$ cat config.mk
export PLATFORM = sky130hd
export DESIGN_NAME = fetch_unit
export DESIGN_NICKNAME = d
export VERILOG_FILES = /design/src/rtl/fetch_unit_pkg.sv /design/src/rtl/fetch_skid_buf.sv /design/src/rtl/fetch_unit.sv
export SDC_FILE = /design/constraint.sdc
export NUM_CORES = 1
export LEC_CHECK = 0
export BUFFER_PORTS_ARGS = -buffer_cell sky130_fd_sc_hd__buf_2
export CAP_MARGIN = 20
export CORE_MARGIN = 5
export CORE_UTILIZATION = 35
export DETAILED_ROUTE_END_ITERATION = 10
export PLACE_DENSITY = 0.61
export RECOVER_POWER = 50
export SYNTH_ARGS = -nofsm -noshare
export SYNTH_HDL_FRONTEND = slang
export SYNTH_SLANG_ARGS = --single-unit
$ cat constraint.sdc
create_clock -name clk -period 9.15 [get_ports clk]
set_input_delay 0.915 -clock clk [delete_from_list [all_inputs] [get_ports clk]]
set_output_delay 0.915 -clock clk [all_outputs]
set_load 0.05 [all_outputs]
$ cat src/rtl/fetch_unit_pkg.sv
// Shared types and constants for the instruction-fetch stage.
//   fetch_state_e : request-tracking FSM states (FS_IDLE/FS_WAIT/FS_KILL)
//   fetch_entry_t : {insn, pc} payload held by the skid buffer
//   NOP_INSN      : bubble word (ADDI x0,x0,0)
//   TRUE/FALSE    : single-bit truth constants
package fetch_unit_pkg;

  localparam int unsigned XLEN = 32;

  localparam logic TRUE  = 1'b1;
  localparam logic FALSE = 1'b0;

  localparam logic [XLEN-1:0] NOP_INSN = 32'h0000_0013;

  typedef enum logic [1:0] {
    FS_IDLE = 2'd0,  // no request outstanding
    FS_WAIT = 2'd1,  // one request outstanding, response kept
    FS_KILL = 2'd2   // one request outstanding, response dropped
  } fetch_state_e;

  typedef struct packed {
    logic [XLEN-1:0] insn;
    logic [XLEN-1:0] pc;
  } fetch_entry_t;

  // Clear the byte-offset bits of a fetch address.
  function automatic logic [XLEN-1:0] word_align(input logic [XLEN-1:0] addr);
    return {addr[XLEN-1:2], 2'b00};
  endfunction

endpackage

$ cat src/rtl/fetch_skid_buf.sv
// One-entry skid buffer holding a fetched {insn, pc} while the decoder stalls.
// Ports:
//   clk, rst     : clock, synchronous active-high reset
//   load         : capture load_entry and mark valid
//   drain        : entry consumed, mark empty (ignored when load is also set)
//   clear        : discard the entry (highest priority after reset)
//   load_entry   : payload to capture
//   valid, entry : buffer state
module fetch_skid_buf
  import fetch_unit_pkg::*;
(
  input  logic         clk,
  input  logic         rst,
  input  logic         load,
  input  logic         drain,
  input  logic         clear,
  input  fetch_entry_t load_entry,
  output logic         valid,
  output fetch_entry_t entry
);

  // Load wins over drain so a simultaneous drain+refill keeps the buffer full.
  always_ff @(posedge clk) begin
    if (rst) begin
      valid <= FALSE;
      entry <= '0;
    end else if (clear) begin
      valid <= FALSE;
    end else if (load) begin
      valid <= TRUE;
      entry <= load_entry;
    end else if (drain) begin
      valid <= FALSE;
    end
  end

endmodule

$ cat src/rtl/fetch_unit.sv
// Instruction-fetch stage feeding the decoder. Issues single-outstanding
// requests to instruction memory, registers the returned word into ir/pc1,
// absorbs decoder stalls with a one-entry skid buffer, and handles redirects
// by killing the in-flight fetch and inserting NOP bubbles.
// Optional feature macro: FETCH_ALIGN_CHK_EN (misaligned redirect -> fetch_fault).
// Ports:
//   clk, rst               : clock, synchronous active-high reset
//   stall                  : hold IF/ID outputs
//   redirect, redirect_pc  : control-flow change and its target
//   imem_req, imem_addr    : request pulse and address (combinational)
//   imem_rvalid, imem_rdata: memory response
//   ir, pc1, if_valid      : registered IF/ID outputs
//   fetch_fault            : sticky misaligned-redirect flag
module fetch_unit
  import fetch_unit_pkg::*;
#(
  parameter logic [XLEN-1:0] RESET_PC = 32'h0000_0000
) (
  input  logic            clk,
  input  logic            rst,
  input  logic            stall,
  input  logic            redirect,
  input  logic [XLEN-1:0] redirect_pc,
  output logic            imem_req,
  output logic [XLEN-1:0] imem_addr,
  input  logic            imem_rvalid,
  input  logic [XLEN-1:0] imem_rdata,
  output logic [XLEN-1:0] ir,
  output logic [XLEN-1:0] pc1,
  output logic            if_valid,
  output logic            fetch_fault
);

  fetch_state_e    state, state_nxt;
  logic [XLEN-1:0] fpc, fpc_nxt;
  logic [XLEN-1:0] req_pc, req_pc_nxt;
  logic [XLEN-1:0] ir_nxt, pc1_nxt;
  logic            if_valid_nxt;
  logic            fault_q, fault_nxt;
  logic [XLEN-1:0] tgt;
  logic            misaligned;
  logic            resp;
  logic            issue;
  logic [XLEN-1:0] issue_addr;
  logic            sb_valid, sb_valid_end;
  logic            sb_load, sb_drain, sb_clear;
  fetch_entry_t    sb_entry, sb_load_entry;

  assign tgt = word_align(redirect_pc);

`ifdef FETCH_ALIGN_CHK_EN
  assign misaligned = (redirect_pc[1:0] != 2'b00);
`else
  // Low target bits are simply dropped when alignment checking is off.
  logic unused_redirect_lsb;
  assign unused_redirect_lsb = ^redirect_pc[1:0];
  assign misaligned          = FALSE;
`endif

  // A response only counts while a request is actually outstanding.
  assign resp          = (state != FS_IDLE) && imem_rvalid;
  assign sb_load_entry = '{insn: imem_rdata, pc: req_pc};

  fetch_skid_buf u_skid (
    .clk        (clk),
    .rst        (rst),
    .load       (sb_load),
    .drain      (sb_drain),
    .clear      (sb_clear),
    .load_entry (sb_load_entry),
    .valid      (sb_valid),
    .entry      (sb_entry)
  );

  // FSM state register.
  always_ff @(posedge clk) begin
    if (rst) state <= FS_IDLE;
    else     state <= state_nxt;
  end

  // Next-state, request issue and IF/ID datapath selection.
  always_comb begin
    state_nxt    = state;
    fpc_nxt      = fpc;
    req_pc_nxt   = req_pc;
    ir_nxt       = ir;
    pc1_nxt      = pc1;
    if_valid_nxt = if_valid;
    fault_nxt    = fault_q;
    sb_load      = FALSE;
    sb_drain     = FALSE;
    sb_clear     = FALSE;
    sb_valid_end = sb_valid;
    issue        = FALSE;
    issue_addr   = fpc;

    if (redirect) begin
      ir_nxt       = NOP_INSN;
      if_valid_nxt = FALSE;
      sb_clear     = TRUE;
      fpc_nxt      = tgt;
      if (misaligned) begin
        // Park without fetching until a valid redirect arrives.
        state_nxt = FS_IDLE;
        fault_nxt = TRUE;
      end else begin
        fault_nxt = FALSE;
        if ((state == FS_IDLE) || resp) begin
          issue      = TRUE;
          issue_addr = tgt;
        end else begin
          state_nxt = FS_KILL;
        end
      end
    end else begin
      if (stall) begin
        if (resp && (state == FS_WAIT)) begin
          sb_load      = TRUE;
          sb_valid_end = TRUE;
        end
      end else if (sb_valid) begin
        ir_nxt       = sb_entry.insn;
        pc1_nxt      = sb_entry.pc;
        if_valid_nxt = TRUE;
        if (resp && (state == FS_WAIT)) begin
          sb_load = TRUE;
        end else begin
          sb_drain     = TRUE;
          sb_valid_end = FALSE;
        end
      end else if (resp && (state == FS_WAIT)) begin
        ir_nxt       = imem_rdata;
        pc1_nxt      = req_pc;
        if_valid_nxt = TRUE;
      end else begin
        ir_nxt       = NOP_INSN;
        if_valid_nxt = FALSE;
      end

      // Only fetch when the buffer will be empty so nothing can be lost.
      if ((state == FS_IDLE) || resp) begin
        if (!sb_valid_end && !fault_q) begin
          issue      = TRUE;
          issue_addr = fpc;
        end else begin
          state_nxt = FS_IDLE;
        end
      end
    end

    if (issue) begin
      state_nxt  = FS_WAIT;
      req_pc_nxt = issue_addr;
      fpc_nxt    = issue_addr + XLEN'(4);
    end
  end

  assign imem_req  = issue && !rst;
  assign imem_addr = rst ? RESET_PC : issue_addr;

  // IF/ID and fetch-address registers.
  always_ff @(posedge clk) begin
    if (rst) begin
      fpc      <= RESET_PC;
      req_pc   <= RESET_PC;
      ir       <= NOP_INSN;
      pc1      <= RESET_PC;
      if_valid <= FALSE;
      fault_q  <= FALSE;
    end else begin
      fpc      <= fpc_nxt;
      req_pc   <= req_pc_nxt;
      ir       <= ir_nxt;
      pc1      <= pc1_nxt;
      if_valid <= if_valid_nxt;
      fault_q  <= fault_nxt;
    end
  end

  assign fetch_fault = fault_q;

endmodule

==> metrics.md <==
| Metric | Value |
|---|---|
| Outcome | `finished, violations left` |
| Failing checks | `capacitance limit, slew limit` |
| Post-Route WL | `25350 µm` |
| Reg power frac | `45.8%` |
| Post-synth EDFFs | `0` |
| Most instantiated cells after synthesis | `dfxtp_1 (196), nor2_1 (181), nand2_1 (161)` |
| Leak | `3.648 nW` |
| Clock Path Buffers | `2` |
| H-Tree Depth | `4` |
| Gpl congestion | `0.8935` |
| Minimum clock period | `5607 ps` |
| Synth Instances | `1103` |
| Clock latency on the worst-skew pair | `430 ps` |
| Num CTS Buffers | `17` |
| Pwr dens | `196.5 nW/µm²` |
| Nets@finish | `1278` |
| Worst path bufs/invs | `2` |
| Reg clk slew, reported paths | `70 ps` |
| Synth Cell Area | `8936 µm²` |
| # setup viols final | `0` |
| Leading area contributor after synthesis | `dfxtp_1` |
| Top Ports | `168` |
| Final worst-path cycle share | `61.28%` |
| Total track usage | `17.08%` |
| Setup Skew | `10.34 ps` |
| Sw power | `0.6690 mW` |
| Pin count of the biggest net entering global routing | `97` |
| Antenna Cells | `0` |
| Worst Setup Start Kind | `primary input` |
| DRC errors left | `0` |
| Post-CTS Resized | `0` |
| Critical path cell sequence | `clkbuf_1 -> nand2b_1 -> o221a_2 -> clkbuf_1 -> o21ai_0 -> a32oi_1 -> o221a_2` |
| Clk pwr share | `37.1%` |
| Final hold viol count | `0` |
| Setup total negative slack | `0 ps` |
| Hold Buf Count CTS | `0` |
| DRT antenna net count | `0` |
| Clock Sinks | `196` |
| Routed vias/inst | `5.251` |
| Postcts setup bufs | `0` |
| CP delay by family, top | `buffers and inverters` |
| Critical path class | `in -> reg` |
| Max-slew headroom | `-131.6%` |
| Max stage delay on crit path | `2430 ps` |
| Clock Root Buffer | `clkbuf_16` |
| Synth area leaders | `dfxtp_1 (44%), nor2_1 (7.6%), mux2i_1 (7.4%), nand2_1 (6.8%), a21oi_1 (6.7%)` |
| DRT iter0 DRCs | `566` |
| Die height | `169.8 µm` |
| Top-count cell post-synth | `dfxtp_1` |
| Worst-margin pin slew | `3474 ps` |
| Fillers | `2601` |
| Initial antenna violation count | `5` |
| Seq cells post-synth | `196` |
| Sequential fraction of the synthesis area | `43.91%` |
| Critical Path AT | `5980 ps` |
| Syn avg cell area | `8.102 µm²` |
| Crit end category | `flop` |
| Top FF cell, synth | `dfxtp_1` |
| First-pass GRT wire length | `40580 µm` |
| Yosys warns | `0` |
| Max-slew violations | `275` |
| WL/cell | `16.34 µm` |
| CTS tree | `done` |
| Post-DP HPWL | `16430 µm` |
| Die ar. | `28830 µm²` |
| Achievable Freq | `178.3 MHz` |
| DRT Pass-1 Iters | `5` |
| Max Cap Viol | `5` |
| Switching Fraction | `32.63%` |
| GRT overflow | `0` |
| Power Internal | `1.381 mW` |
| Post-synth cell types | `63` |
| Vias in the first global route | `7583` |
| Worst EP required | `9520 ps` |
| Post-Syn Nets | `1173` |
| Initial Utilization | `35.49%` |
| Combinational fraction of design power | `17.1%` |
| Syn-to-layout area delta | `16.75%` |
| Hold_ws | `455.5 ps` |
| RSZ-0062 raised after global routing | `no` |
| Worst VDD drop | `0.1209 mV` |
| CP max FO | `80` |
| Number of rows in the core area | `58` |
| Vias | `8145` |
| Yosys top cell area share | `43.91%` |
| Ys async rst share | `0%` |
| Layout cells sized above 1 | `12.69%` |
| Chip width | `169.8 µm` |
| Worst Hold Class | `reg -> reg` |
| Power Total | `2.050 mW` |
| Port Buf Inserts | `164` |
| Slowest stage cell on the critical path | `clkbuf_1` |
| Area of the core | `25180 µm²` |
## routing by layer
layer  vias to the layer above  global-route usage, %  routed length (µm)
met5                         -                      0                  60
met4                        10                  3.080                 206
met3                        21                  4.123                1440
met2                       193                  28.03               11740
met1                      3811                  23.16               11900
li1                       4110                      -                   -
## worst min-delay path, delay by kind of cell (launching register included)
kind | cells | cell delay (ps)
flip-flops | 1 | 310
AND/OR/NAND/NOR | 1 | 50
AO/OA/AOI/OAI | 1 | 50
## stage by stage
| step | cells | util [%] | setup WS, ps | instance area, µm² |
|---|---|---|---|---|
| 2_1_floorplan | 1103 | - | 5583 | 8936 |
| 3_3_place_gp | 1517 | 39.34 | 4641 | 9907 |
| 3_5_place_dp | 1517 | 39.34 | 4641 | 9907 |
| 4_1_cts | 1549 | 41.76 | 4767 | 10520 |
| 5_1_grt | 1551 | 41.43 | 3040 | 10430 |
| 6_report | 1551 | 41.43 | 3543 | 10430 |
## cell usage in the layout, fill, tap and decap left out, types with 4 or more instances in the layout
cell type  synthesis  final
buf_4              4      7
dfxtp_1          196    195
and3_1             5      5
nand3_1           16     16
a21oi_1          119    119
inv_1              8      9
nand2_1          161    161
nand4_1            8      8
buf_2             12     97
o22ai_1           15     15
clkinv_8           0      5
xnor2_1            6      6
clkbuf_1          65     71
o21ai_0           12     12
clkbuf_16          0     17
nor4_1             7      7
a211oi_1          66     66
xor2_1            16     16
nor2_1           181    181
inv_6              0      4
nor3_1            16     16
o221ai_1           6      6
mux2i_1           66     66
a31oi_1            8      8
a22oi_1           41     41
## sequential cells by signal, indices dropped and copies added, names as in the netlist
register	flops
fpc	32
if_valid	1
ir	32
pc1	32
req_pc	32
state	2
u_skid.entry	64
u_skid.valid	1
## power by group through the flow
stage                     Combinational, mW  Sequential, mW  Clock, mW
final                                 0.351           0.939      0.760
after global routing                  0.384           0.947      0.819
after CTS                             0.352           0.938      0.782
after detailed placement              0.351           0.959          0
after global placement                0.348           0.957          0
after floorplan                       0.234           0.974          0
## path summary, 6_finish.rpt
| path | start | to | slack [ps] | cells past startpoint |
|---|---|---|---|---|
| setup reg to reg | state[0] | fpc[5] | 4590 | 6 |
| setup / recovery | redirect | fpc[5] | 3540 | 7 |
| hold / removal | u_skid.entry[19] | u_skid.entry[19] | 460 | 2 |
| hold reg to reg | u_skid.entry[19] | u_skid.entry[19] | 460 | 2 |
## cell type report
| type | count | area [µm²] | share of cell area [%] |
|---|---|---|---|
| clock inverter | 15 | 182.7 | 1.751 |
| sequential | 196 | 3928 | 37.65 |
| inverter | 9 | 33.78 | 0.3238 |
| tap | 330 | 412.9 | 3.958 |
| clock buffer | 17 | 425.4 | 4.078 |
| multi-input combinational | 806 | 4608 | 44.17 |
| timing repair buffer | 178 | 842.1 | 8.071 |
## cells by family after synthesis
logic type	synth area share, %
AOI/OAI and AO/OA	21.74
other	0.04196
adders and majority gates	0.1400
buffers and inverters	4.676
and+or+nand+nor	19.53
muxes	7.799
DFF	43.91
xor gates and xnor gates	2.156
Note: power is estimated with default switching activity, not from simulation.
